File: src/rtl/audio_pkg.sv
// Shared types and constants for the audio sample FIFO: the playback state
// enum, the sample width and the left/right channel field positions.
package audio_pkg;

    typedef enum logic [1:0] {
        IDLE  = 2'd0,
        FILL  = 2'd1,
        PLAY  = 2'd2,
        DRAIN = 2'd3
    } state_e;

    localparam int SAMPLE_W  = 32;
    localparam int LEFT_MSB  = 31;
    localparam int LEFT_LSB  = 16;
    localparam int RIGHT_MSB = 15;
    localparam int RIGHT_LSB = 0;

    function automatic logic [SAMPLE_W-1:0] make_sample(input logic [15:0] left,
                                                        input logic [15:0] right);
        return {left, right};
    endfunction

endpackage

File: src/rtl/sample_ram.sv
// DEPTH x 32 sample storage: one synchronous write port, one asynchronous
// read port so the parent can present the FIFO head combinationally.
module sample_ram
    import audio_pkg::*;
#(
    parameter int DEPTH = 16,
    parameter int AW    = 4
) (
    input  logic                clk,
    input  logic                we_i,
    input  logic [AW-1:0]       waddr_i,
    input  logic [SAMPLE_W-1:0] wdata_i,
    input  logic [AW-1:0]       raddr_i,
    output logic [SAMPLE_W-1:0] rdata_o
);

    logic [SAMPLE_W-1:0] mem_q [DEPTH];

    always_ff @(posedge clk) begin
        if (we_i) begin
            mem_q[waddr_i] <= wdata_i;
        end
    end

    assign rdata_o = mem_q[raddr_i];

endmodule

File: src/rtl/audio_sample_fifo.sv
// Elastic stereo sample buffer between the monitor-link decoder and the I2S
// sender. Build option AUDIO_FIFO_HOLD_LAST_EN: underruns replay the last sample.
module audio_sample_fifo
    import audio_pkg::*;
#(
    parameter int DEPTH       = 16,
    parameter int AW          = 4,
    parameter int BURST       = 4,
    parameter int START_LEVEL = 8
) (
    input  logic                mon_clk,
    input  logic                reset,
    input  logic                wr_valid,
    input  logic [SAMPLE_W-1:0] wr_data,
    input  logic                audio_starts,
    input  logic                end_audio_sample,
    input  logic                audio_22khz,
    input  logic                rd_req,
    output logic [SAMPLE_W-1:0] rd_data,
    output logic                rd_valid,
    output logic                request_mode,
    output logic                request_tick,
    output logic [AW:0]         level,
    output logic                underrun,
    output logic                overflow
);

    localparam int LW = AW + 1;
    localparam logic [AW:0] FULL_LVL  = LW'(DEPTH);
    localparam logic [AW:0] TICK_MAX  = LW'(DEPTH - BURST);
    localparam logic [AW:0] START_LVL = LW'(START_LEVEL);
    localparam logic [AW:0] BURST_LVL = LW'(BURST);

    state_e              state_q, state_d;
    logic [AW:0]         wr_ptr_q, wr_ptr_d, rd_ptr_q, rd_ptr_d;
    logic [AW:0]         outstanding_q, outstanding_d;
    logic [AW:0]         level_w;
    logic                dup_q, dup_d, dup_eff, prev_22k_q;
    logic                request_mode_q, request_mode_d;
    logic                request_tick_q, request_tick_d;
    logic                rd_valid_q, underrun_q, underrun_d, overflow_q, overflow_d;
    logic [SAMPLE_W-1:0] rd_data_q, rd_data_d, head_w, underrun_data_w;
    logic                empty_w, full_w, streaming_w, serving_w;
    logic                pop_w, push_w, wr_ok_w;

    sample_ram #(
        .DEPTH (DEPTH),
        .AW    (AW)
    ) u_ram (
        .clk     (mon_clk),
        .we_i    (push_w),
        .waddr_i (wr_ptr_q[AW-1:0]),
        .wdata_i (wr_data),
        .raddr_i (rd_ptr_q[AW-1:0]),
        .rdata_o (head_w)
    );

`ifdef AUDIO_FIFO_HOLD_LAST_EN
    logic [SAMPLE_W-1:0] last_q;

    always_ff @(posedge mon_clk) begin
        if (reset || audio_starts) begin
            last_q <= '0;
        end else if (pop_w) begin
            last_q <= head_w;
        end
    end

    assign underrun_data_w = last_q;
`else
    assign underrun_data_w = '0;
`endif

    // FSM: state register
    always_ff @(posedge mon_clk) begin
        if (reset) begin
            state_q <= IDLE;
        end else begin
            state_q <= state_d;
        end
    end

    // FSM: next state; a new stream start overrides everything else
    always_comb begin
        state_d = state_q;
        if (audio_starts) begin
            state_d = FILL;
        end else begin
            case (state_q)
                IDLE:  state_d = IDLE;
                FILL:  if (end_audio_sample)         state_d = DRAIN;
                       else if (level_w >= START_LVL) state_d = PLAY;
                PLAY:  if (end_audio_sample)         state_d = DRAIN;
                DRAIN: if (empty_w && !rd_req)       state_d = IDLE;
                default: state_d = IDLE;
            endcase
        end
    end

    // FSM: state-derived outputs
    always_comb begin
        streaming_w    = (state_q == FILL) || (state_q == PLAY);
        request_mode_d = streaming_w;
    end

    always_comb begin
        level_w   = wr_ptr_q - rd_ptr_q;
        empty_w   = (level_w == '0);
        full_w    = (level_w == FULL_LVL);
        serving_w = rd_req && ((state_q == PLAY) || (state_q == DRAIN));

        // A rate change invalidates the duplicate phase for the current request too
        dup_eff = dup_q && (audio_22khz == prev_22k_q);
        pop_w   = serving_w && !empty_w && (!audio_22khz || dup_eff);

        wr_ok_w    = wr_valid && (state_q != IDLE) && !audio_starts;
        push_w     = wr_ok_w && (!full_w || pop_w);
        overflow_d = wr_ok_w && full_w && !pop_w;

        request_tick_d = streaming_w && (outstanding_q == '0) &&
                         (level_w <= TICK_MAX) && !audio_starts;

        outstanding_d = outstanding_q;
        wr_ptr_d      = wr_ptr_q + LW'(push_w);
        rd_ptr_d      = rd_ptr_q + LW'(pop_w);
        dup_d         = (serving_w && !empty_w && audio_22khz) ? !dup_eff : dup_eff;
        if (audio_starts) begin
            outstanding_d = '0;
            wr_ptr_d      = '0;
            rd_ptr_d      = '0;
            dup_d         = 1'b0;
        end else if (request_tick_d) begin
            outstanding_d = BURST_LVL;
        end else if (push_w && (outstanding_q != '0)) begin
            outstanding_d = outstanding_q - LW'(1);
        end

        rd_data_d  = '0;
        underrun_d = 1'b0;
        if (serving_w) begin
            if (!empty_w) begin
                rd_data_d = head_w;
            end else if (state_q == PLAY) begin
                rd_data_d  = underrun_data_w;
                underrun_d = 1'b1;
            end
        end
    end

    always_ff @(posedge mon_clk) begin
        if (reset) begin
            wr_ptr_q       <= '0;
            rd_ptr_q       <= '0;
            outstanding_q  <= '0;
            dup_q          <= 1'b0;
            prev_22k_q     <= 1'b0;
            request_mode_q <= 1'b0;
            request_tick_q <= 1'b0;
            rd_valid_q     <= 1'b0;
            rd_data_q      <= '0;
            underrun_q     <= 1'b0;
            overflow_q     <= 1'b0;
        end else begin
            wr_ptr_q       <= wr_ptr_d;
            rd_ptr_q       <= rd_ptr_d;
            outstanding_q  <= outstanding_d;
            dup_q          <= dup_d;
            prev_22k_q     <= audio_22khz;
            request_mode_q <= request_mode_d;
            request_tick_q <= request_tick_d;
            rd_valid_q     <= rd_req;
            underrun_q     <= underrun_d;
            overflow_q     <= overflow_d;
            if (rd_req) begin
                rd_data_q <= rd_data_d;
            end
        end
    end

    assign rd_data      = rd_data_q;
    assign rd_valid     = rd_valid_q;
    assign request_mode = request_mode_q;
    assign request_tick = request_tick_q;
    assign level        = level_w;
    assign underrun     = underrun_q;
    assign overflow     = overflow_q;

endmodule

File: config.mk
export PLATFORM = sky130hd
export DESIGN_NAME = audio_sample_fifo
export DESIGN_NICKNAME = d
export VERILOG_FILES = /design/src/rtl/audio_pkg.sv /design/src/rtl/sample_ram.sv /design/src/rtl/audio_sample_fifo.sv
export SDC_FILE = /design/constraint.sdc
export NUM_CORES = 1
export LEC_CHECK = 0
export CAP_MARGIN = 10
export CELL_PAD_IN_SITES_DETAIL_PLACEMENT = 0
export CELL_PAD_IN_SITES_GLOBAL_PLACEMENT = 1
export CORE_ASPECT_RATIO = 1.5
export CORE_MARGIN = 2
export CORE_UTILIZATION = 48
export DETAILED_ROUTE_END_ITERATION = 16
export PLACE_DENSITY = 0.78
export SETUP_SLACK_MARGIN = 0.02
export SLEW_MARGIN = 25
export SYNTH_ARGS = -nofsm -noshare
export SYNTH_HDL_FRONTEND = slang
export SYNTH_HIERARCHICAL = 1
export SYNTH_SLANG_ARGS = --single-unit
File: constraint.sdc
create_clock -name mon_clk -period 5.1 [get_ports mon_clk]
set_clock_uncertainty 0.1 [all_clocks]
set_input_delay 0.51 -clock mon_clk [delete_from_list [all_inputs] [get_ports mon_clk]]
set_output_delay 0.51 -clock mon_clk [all_outputs]
set_load 0.01 [all_outputs]
==> results of run 1 <==
==> worst paths after layout <==
kind	startpoint	end	slack, ns	cells past startpoint
worst max-delay path	wr_ptr_q[0]	u_ram/mem_q[2][11]	0.72	11
worst min-delay path	outstanding_q[4]	outstanding_q[4]	0.36	2
worst max register to register	wr_ptr_q[0]	u_ram/mem_q[2][11]	0.72	11
worst min register to register	outstanding_q[4]	outstanding_q[4]	0.36	2
==> flip-flops by register name, indices dropped and copies added, names as in the netlist <==
signal / cells
underrun: 1
u_ram/mem_q: 512
rd_data: 32
outstanding_q: 5
overflow: 1
rd_valid: 1
request_mode: 1
prev_22k_q: 1
request_tick: 1
dup_q: 1
wr_ptr_q: 5
state_q: 2
rd_ptr_q: 5
==> layer usage <==
layer / track usage / share of wire / wire, µm
met1: 0.2780 / 0.38 / 18450
met2: 0.3570 / 0.52 / 25190
met3: 0.03469 / 0.070 / 3388
met4: 0.06269 / 0.026 / 1239
met5: 0 / 0 / 0
==> area by class of cell <==
type                            instances  area share
Clock buffer                           71     0.05325
Clock inverter                         19     0.01324
Inverter                               13    0.001956
Multi-Input combinational cell        448      0.2009
Sequential cell                       568      0.6614
Tap cell                              582     0.02918
Timing Repair Buffer                  106     0.04002
==> metrics by stage <==
| step | hold WS (ns) | utilization | power [µW] | instances | setup slack (ns) |
|---|---|---|---|---|---|
| finish | 0.3575 | 0.5583 | 9072 | 1807 | 0.7154 |
| global route | 0.3803 | 0.5583 | 9316 | 1807 | 0.4365 |
| CTS | 0.3605 | 0.5583 | 9137 | 1807 | 0.6947 |
| detailed placement | 0.3464 | 0.5212 | 5359 | 1717 | 0.7084 |
| global placement | 0.3364 | 0.5211 | 5353 | 1717 | 0.8072 |
| floorplan | 0.3192 | - | 5229 | 1083 | 0.06173 |
==> cells by family (layout without fill, tap and decap cells) <==
group,count (synthesis),count (layout),share of synthesized area
flops,568,568,0.7616
compound gates,121,121,0.03848
simple gates,172,172,0.03813
xor+xnor,11,11,0.005488
fa+ha+maj,14,14,0.008435
buf+inv,67,209,0.01375
mux,130,130,0.1341
==> placed cells by master (no fill, tap or decap), types with 3 or more instances in the layout <==
cell type        synthesis  layout
nand2b_1                 5       5
clkbuf_16                0      49
and2_1                   6       5
nand3b_1                 3       3
a22oi_1                 64      64
nand3_1                  6       6
clkinv_2                 0       5
mux4_2                 128     128
buf_4                    9      25
nor3b_1                  3       3
ha_1                    13      13
clkbuf_1                25      20
nor2_1                  59      46
xnor2_1                  4       4
clkinv_1                 0       3
a21oi_1                 37      37
dfxtp_1                 56      54
nand2_1                 41      41
bufinv_16                0       8
nor2_4                   0      13
edfxtp_1               512     512
nor3_2                   0       3
or3_1                    3       3
inv_1                   11      11
clkdlybuf4s50_1          0      78
nor2b_1                 37      35
xor2_1                   4       4
==> worst min-delay path, delay by kind of cell (launching register included) <==
kind             cells  cell delay (ns)
AO/OA/AOI/OAI        1             0.04
flip-flops           1             0.31
AND/OR/NAND/NOR      1             0.06
==> power groups by stage <==
stage | Sequential (µW) | Clock, µW | Combinational [µW]
6_report | 5080 | 3820 | 171
5_1_grt | 5080 | 4050 | 186
4_1_cts | 5080 | 3880 | 175
3_5_place_dp | 5180 | 0 | 174
3_3_place_gp | 5180 | 0 | 169
2_1_floorplan | 5180 | 0 | 44.6
==> flow_metrics.env, run 1 <==
export IMPL_status="complete, no violations"
export IMPL_period_share=0.8597
export IMPL_clk_pin_slew_ns=0.07
export IMPL_p_int_uw=7356
export IMPL_cp_required_ns=5.25
export IMPL_yosysTopAreaCell="edfxtp_1"
export IMPL_timing_fmax_mhz=228.1
export IMPL_relSlewSlack=0.2571
export IMPL_ys_ff_latch=568
export IMPL_antenna_found_initial=0
export IMPL_p_leak_uw=0.007701
export IMPL_hold_class="register to register"
export IMPL_cpLargestDelayFamily="simple AND/OR/NAND/NOR gates"
export IMPL_htree_levels=2
export IMPL_rsz0062_at_grt="no"
export IMPL_dr_first_iter_drc_count=978
export IMPL_pwr_share_clk=0.421
export IMPL_viasPerCell=5.951
export IMPL_hold_violations=0
export IMPL_path_class="register to register"
export IMPL_syn_num_nets=1136
export IMPL_cts_buffers=48
export IMPL_setup_tns_final_ns=0
export IMPL_diodes=0
export IMPL_ios=81
export IMPL_avgRoutedWirePerCell_um=26.71
export IMPL_synth_area_leaders="edfxtp_1, mux4_2, dfxtp_1"
export IMPL_cts_resized=0
export IMPL_crit_fanout=17
export IMPL_finalInstanceArea_um2=24950
export IMPL_wl_um=48270
export IMPL_placementRows=95
export IMPL_numPortBuffers=80
export IMPL_syn_cell_area_um2=21660
export IMPL_avgSynthCellArea_um2=20.00
export IMPL_cts_sinks=568
export IMPL_grt_pass1_wl_um=71310
export IMPL_multi_input_area_um2=5014
export IMPL_crit_chain="inv_1, ha_1, fa_1, nand2b_1, a21oi_2, xor2_2, or3_1, and2_1, or3b_2, nor2_4, buf_4"
export IMPL_yosysSeqAreaShare=0.7616
export IMPL_final_antenna_net_count=0
export IMPL_start_util=0.4846
export IMPL_yosysWarnings=6
export IMPL_powerDensity_nw_per_um2=363.6
export IMPL_clock_latency_ns=0.58
export IMPL_cts_tree="done"
export IMPL_ys_top_cells_by_count="edfxtp_1, mux4_2, a22oi_1, nor2_1, dfxtp_1"
export IMPL_die_y_um=264.2
export IMPL_finalSetupViolCount=0
export IMPL_netSwitchingFraction=0.1892
export IMPL_place_congestion=0.7635
export IMPL_cts_root_buffer="clkbuf_16"
export IMPL_synth_edf_count=512
export IMPL_grt_pass1_vias=11040
export IMPL_final_fill_count=3352
export IMPL_ctsHoldBuffers=0
export IMPL_seqPwrFrac=0.560
export IMPL_ir_drop_uv=210.7
export IMPL_power_switching_uw=1717
export IMPL_drive_above_1_share=0.2098
export IMPL_dpl_cell_area_um2=23290
export IMPL_final_nets=1238
export IMPL_critPathBufInv=2
export IMPL_critPathSlowestCell="or3b_2"
export IMPL_die_width_um=177.4
export IMPL_worst_pin_slew_ns=1.112
export IMPL_crit_path_start_kind="register"
export IMPL_cpPeakStageDelay_ns=0.60
export IMPL_end_kind="register"
export IMPL_synthDistinctLibCells=48
export IMPL_dieArea_um2=46870
export IMPL_crit_arrival_ns=4.53
export IMPL_syn_inst=1083
export IMPL_fin_crit_ns=4.385
export IMPL_grt_usage=0.2097
export IMPL_drv_cap=0
export IMPL_syn2layout_area_growth_pct=15.20
export IMPL_core_area_um2=44690
export IMPL_p_comb_frac=0.019
export IMPL_post_cts_buffers=0
export IMPL_grt_overflow_total=0
export IMPL_async_flop_share=0
export IMPL_grt_max_degree=103
export IMPL_dp_hpwl_um=28620
export IMPL_cts_max_path_buffers=3
export IMPL_first_pass_iters=5
export IMPL_drc=0
export IMPL_final_max_slew_viol_count=0
export IMPL_yosysTopAreaCellShare=0.7099
export IMPL_regArea_um2=16500
export IMPL_yosysMostFrequentCell="edfxtp_1"
export IMPL_dominantRegCellSynth="edfxtp_1"
export IMPL_vias=10750
(Power assumes the default switching activity.)
==> run 2, diff against run 1 <==
--- a/config.mk
+++ b/config.mk
@@ -6,12 +6,13 @@
 export NUM_CORES = 1
 export LEC_CHECK = 0
 export CAP_MARGIN = 10
-export CELL_PAD_IN_SITES_DETAIL_PLACEMENT = 0
-export CELL_PAD_IN_SITES_GLOBAL_PLACEMENT = 1
+export CELL_PAD_IN_SITES_DETAIL_PLACEMENT = 2
+export CELL_PAD_IN_SITES_GLOBAL_PLACEMENT = 2
 export CORE_ASPECT_RATIO = 1.5
 export CORE_MARGIN = 2
-export CORE_UTILIZATION = 48
+export CORE_UTILIZATION = 43
 export DETAILED_ROUTE_END_ITERATION = 16
+export GPL_ROUTABILITY_DRIVEN = 0
 export PLACE_DENSITY = 0.78
 export SETUP_SLACK_MARGIN = 0.02
 export SLEW_MARGIN = 25
==> flow_metrics.env, run 2 (synthesized netlist as in run 1, its figures left out) <==
export IMPL_crit_fanout=32
export IMPL_final_fill_count=4294
export IMPL_syn2layout_area_growth_pct=17.29
export IMPL_setup_tns_final_ns=0
export IMPL_period_share=0.9006
export IMPL_cts_tree="done"
export IMPL_placementRows=100
export IMPL_critPathSlowestCell="dfxtp_1"
export IMPL_rsz0062_at_grt="no"
export IMPL_antenna_found_initial=1
export IMPL_cts_root_buffer="clkbuf_16"
export IMPL_fin_crit_ns=4.593
export IMPL_worst_pin_slew_ns=1.075
export IMPL_critPathBufInv=2
export IMPL_grt_usage=0.2483
export IMPL_cp_required_ns=5.25
export IMPL_crit_path_start_kind="register"
export IMPL_htree_levels=2
export IMPL_final_nets=1249
export IMPL_timing_fmax_mhz=217.7
export IMPL_cpPeakStageDelay_ns=0.64
export IMPL_relSlewSlack=0.2831
export IMPL_finalSetupViolCount=0
export IMPL_grt_max_degree=60
export IMPL_hold_class="primary input to register"
export IMPL_die_y_um=278.9
export IMPL_dieArea_um2=52220
export IMPL_avgRoutedWirePerCell_um=33.30
export IMPL_ios=81
export IMPL_layout_commonest_cell="edfxtp_1"
export IMPL_p_leak_uw=0.007855
export IMPL_dr_first_iter_drc_count=1064
export IMPL_cts_buffers=54
export IMPL_cpLargestDelayFamily="simple AND/OR/NAND/NOR gates"
export IMPL_status="complete, no violations"
export IMPL_crit_chain="inv_1, ha_1, fa_1, nand2b_1, a21oi_2, xor2_2, or3_1, and2_1, or3b_2, nor3_4, buf_4"
export IMPL_viasPerCell=5.947
export IMPL_clk_pin_slew_ns=0.07
export IMPL_diodes=0
export IMPL_core_area_um2=49670
export IMPL_cts_sinks=568
export IMPL_numPortBuffers=80
export IMPL_drc=0
export IMPL_die_width_um=187.2
export IMPL_final_max_slew_viol_count=0
export IMPL_drive_above_1_share=0.2202
export IMPL_wl_um=63380
export IMPL_dp_hpwl_um=34870
export IMPL_grt_pass1_vias=12590
export IMPL_vias=11320
export IMPL_drv_cap=0
export IMPL_ir_drop_uv=260.9
export IMPL_cts_resized=0
export IMPL_most_common_layout_cells="edfxtp_1, mux4_2, clkdlybuf4s50_1"
export IMPL_cts_max_path_buffers=3
export IMPL_top_register="u_ram/mem_q"
export IMPL_powerDensity_nw_per_um2=374.2
export IMPL_ctsHoldBuffers=0
export IMPL_grt_pass1_wl_um=92630
export IMPL_clock_latency_ns=0.61
export IMPL_post_cts_buffers=0
export IMPL_final_antenna_net_count=0
export IMPL_grt_overflow_total=0
export IMPL_end_kind="register"
export IMPL_start_util=0.4360
export IMPL_hold_violations=0
export IMPL_crit_arrival_ns=4.74
export IMPL_first_pass_iters=5
export IMPL_total_power_uw=9505
export IMPL_largest_reg_flops=512
export IMPL_path_class="register to register"
run 2: changes by cell type in the layout (fill, tap and decap cells not counted), sizes merged:
cell / previous run / this run
buf: 28 / 33
bufinv: 8 / 7
clkbuf: 71 / 73
clkinv: 10 / 15
clkinvlp: 1 / 3
inv: 13 / 15
run 2: cell type report:
type / instances / area (µm²) / area share
Sequential cell: 568 / 16500 / 0.6497
Multi-Input combinational cell: 448 / 5014 / 0.1974
Clock buffer: 73 / 1484 / 0.05841
Timing Repair Buffer: 111 / 1194 / 0.04699
Tap cell: 663 / 829.5 / 0.03266
Clock inverter: 27 / 330.3 / 0.01300
Inverter: 13 / 48.80 / 0.001921
run 2: stage by stage:
stage / area, µm² / util / setup WS, ns / hold slack [ns] / cells
after global placement: 23440 / 0.4720 / 0.9373 / 0.3431 / 1798
after global routing: 25400 / 0.5114 / 0.3061 / 0.2327 / 1903
after CTS: 25340 / 0.5102 / 0.5056 / 0.1876 / 1901
final: 25400 / 0.5114 / 0.5070 / 0.2223 / 1903
after floorplan: 21660 / - / 0.06173 / 0.3192 / 1083
after detailed placement: 23530 / 0.4736 / 0.6384 / 0.3441 / 1801
run 2: report_power, final:
| group | total [µW] | switching, µW | leakage [µW] | internal [µW] |
|---|---|---|---|---|
| clock network | 4240 | 1840 | 0.000877 | 2400 |
| registers | 5080 | 6.66 | 0.00506 | 5080 |
| logic | 177 | 122 | 0.00192 | 55.5 |
run 2: worst register-to-register path, cell delays in order, from the launching register on:
cell      delay (ns)
dfxtp_1         0.64
inv_1           0.15
ha_1            0.29
fa_1            0.42
nand2b_1        0.19
a21oi_2         0.20
xor2_2          0.40
or3_1           0.20
and2_1          0.30
or3b_2          0.63
nor3_4          0.17
buf_4           0.49
run 2: metal layers:
| layer | part of all wire | global-route usage |
|---|---|---|
| met5 | 0.00021 | 0 |
| met3 | 0.057 | 0.04098 |
| met2 | 0.52 | 0.4321 |
| met4 | 0.025 | 0.06756 |
| met1 | 0.40 | 0.3244 |
run 2: worst paths after layout:
kind / startpoint / end / slack (ns) / depth (start not counted)
min: reset / rd_data[27] / 0.22 / 2
max: wr_ptr_q[0] / u_ram/mem_q[0][3] / 0.51 / 11
max reg2reg: wr_ptr_q[0] / u_ram/mem_q[0][3] / 0.51 / 11
min reg2reg: outstanding_q[4] / outstanding_q[4] / 0.36 / 2
==> run 3, diff against run 2 <==
--- a/config.mk
+++ b/config.mk
@@ -10,10 +10,10 @@
 export CELL_PAD_IN_SITES_GLOBAL_PLACEMENT = 2
 export CORE_ASPECT_RATIO = 1.5
 export CORE_MARGIN = 2
-export CORE_UTILIZATION = 43
+export CORE_UTILIZATION = 48
 export DETAILED_ROUTE_END_ITERATION = 16
 export GPL_ROUTABILITY_DRIVEN = 0
-export PLACE_DENSITY = 0.78
+export PLACE_DENSITY_LB_ADDON = 0.15
 export SETUP_SLACK_MARGIN = 0.02
 export SLEW_MARGIN = 25
 export SYNTH_ARGS = -nofsm -noshare
==> constraint.sdc (replaced) <==
create_clock -name mon_clk -period 4.5 [get_ports mon_clk]
set_clock_uncertainty 0.1 [all_clocks]
set_input_delay 0.45 -clock mon_clk [delete_from_list [all_inputs] [get_ports mon_clk]]
set_output_delay 0.45 -clock mon_clk [all_outputs]
set_load 0.01 [all_outputs]
==> flow_metrics.env, run 3 (synthesized netlist as in run 1, its figures left out) <==
export IMPL_vias=11200
export IMPL_dp_hpwl_um=35060
export IMPL_cts_tree="done"
export IMPL_wl_met3_um=2911
export IMPL_dr_first_iter_drc_count=940
export IMPL_status="complete, no violations"
export IMPL_cp_required_ns=4.62
export IMPL_diodes=0
export IMPL_die_width_um=177.4
export IMPL_first_pass_iters=5
export IMPL_worst_pin_slew_ns=1.074
export IMPL_layout_commonest_cell="edfxtp_1"
export IMPL_grt_pass1_vias=12610
export IMPL_clk_pin_slew_ns=0.07
export IMPL_final_core_util=0.5670
export IMPL_end_kind="register"
export IMPL_drive_above_1_share=0.2302
export IMPL_final_nets=1257
export IMPL_hold_class="primary input to register"
export IMPL_period_share=0.9572
export IMPL_die_y_um=264.2
export IMPL_cts_max_path_buffers=3
export IMPL_drc=0
export IMPL_crit_fanout=32
export IMPL_hold_violations=0
export IMPL_rsz0062_at_grt="no"
export IMPL_p_comb_frac=0.018
export IMPL_crit_arrival_ns=4.43
export IMPL_worstSetupStartpoint="wr_ptr_q[0]"
export IMPL_relSlewSlack=0.2843
export IMPL_grt_usage=0.2772
export IMPL_powerDensity_nw_per_um2=429.1
export IMPL_maxUsedRoutingLayer="met4"
export IMPL_ios=81
export IMPL_rrSetupSlack_ns=0.19
export IMPL_top_register="u_ram/mem_q"
export IMPL_dieArea_um2=46870
export IMPL_dpl_cell_count=1727
export IMPL_setup_ws_ns=0.1926
export IMPL_netSwitchingFraction=0.2043
export IMPL_worstHoldStart="reset"
export IMPL_numPortBuffers=80
export IMPL_ctsHoldBuffers=0
export IMPL_seqPwrFrac=0.530
export IMPL_crit_path_start_kind="register"
export IMPL_pwr_share_clk=0.452
export IMPL_most_common_layout_cells="edfxtp_1, mux4_2, clkdlybuf4s50_1"
export IMPL_r2r_start="wr_ptr_q[0]"
export IMPL_syn2layout_area_growth_pct=17.01
export IMPL_crit_chain="inv_1, ha_1, fa_1, xnor2_1, nor2_1, nand2b_1, or3_1, and2_1, nand3b_1, nor3_2, buf_6"
export IMPL_largest_reg_flops=512
export IMPL_wl_um=62970
export IMPL_grt_max_degree=68
export IMPL_p_leak_uw=0.007910
export IMPL_viasPerCell=6.126
export IMPL_path_class="register to register"
export IMPL_grt_pass1_wl_um=91410
export IMPL_final_max_slew_viol_count=0
export IMPL_finalSetupViolCount=0
export IMPL_drv_cap=0
export IMPL_critPathSlowestCell="dfxtp_1"
export IMPL_power_switching_uw=2221
export IMPL_cts_sinks=568
export IMPL_timing_fmax_mhz=232.2
export IMPL_wl_met1_um=23980
export IMPL_grt_overflow_total=0
export IMPL_start_util=0.4846
export IMPL_dp_slack_ns=0.2773
export IMPL_cpPeakStageDelay_ns=0.64
export IMPL_clock_latency_ns=0.59
export IMPL_final_antenna_net_count=0
export IMPL_avgRoutedWirePerCell_um=34.43
export IMPL_htree_levels=2
export IMPL_final_fill_count=3738
export IMPL_cts_buffers=53
export IMPL_wl_met2_um=33900
export IMPL_ir_drop_uv=394.7
export IMPL_fin_crit_ns=4.307
export IMPL_cts_root_buffer="clkbuf_16"
export IMPL_final_cells=1829
export IMPL_p_int_uw=8653
export IMPL_placementRows=95
export IMPL_core_area_um2=44690
export IMPL_antenna_found_initial=0
-- run 3: cell types whose count changed in the layout (fill, tap and decap cells not counted), sizes merged --
cell      change
clkbuf        +1
buf           +9
clkinv        -4
clkinvlp      -1
bufinv        +2
-- run 3: metrics by stage --
step	cell area (µm²)	total power (µW)	hold WS [ns]	setup TNS, ns
floorplan	21660	5927	0.3192	-52.16
global route	25340	11130	0.2617	0
detailed placement	23420	6076	0.3438	0
global placement	23360	6055	0.3400	0
finish	25340	10870	0.2270	0
CTS	25280	10960	0.2164	0
-- run 3: critical path: cells and delay by family (launching register included) --
family,cells,cell delay (ns)
xor+xnor,1,0.30
flops,1,0.64
simple gates,6,1.63
buf+inv,2,0.54
fa+ha+maj,2,0.69
-- run 3: layout make-up --
class                   instances  area, µm²  area share
flip-flops and latches        568      16500      0.6512
inverters                      13      48.80    0.001926
clock inverters                24      357.8     0.01412
multi-input cells             448       5014      0.1978
clock buffers                  74       1495     0.05900
well taps                     582      728.2     0.02874
repair buffers                120       1195     0.04715
-- run 3: power by group through the flow --
stage	clock, µW	combinational [µW]	sequential (µW)
2_1_floorplan	0	50.6	5880
3_3_place_gp	0	181	5870
3_5_place_dp	0	199	5880
4_1_cts	5000	201	5760
5_1_grt	5150	215	5760
6_report	4920	196	5760
-- run 3: worst paths after layout --
check,cells after the start,endpoint
min,4,outstanding_q[4]
min reg2reg,2,outstanding_q[4]
max reg2reg,11,u_ram/mem_q[4][16]
max,11,u_ram/mem_q[4][16]
-- run 3: repair_timing --
action,CTS,global route
endpoints found under the setup margin,0,105
buffers inserted,0,3
resized for setup,0,4
-- run 3: per-layer routing --
metal / vias up / GRT usage
li1: 4631 / -
met5: - / 0
met2: 388 / 0.4909
met3: 110 / 0.03742
met1: 6075 / 0.3491
met4: 0 / 0.09548
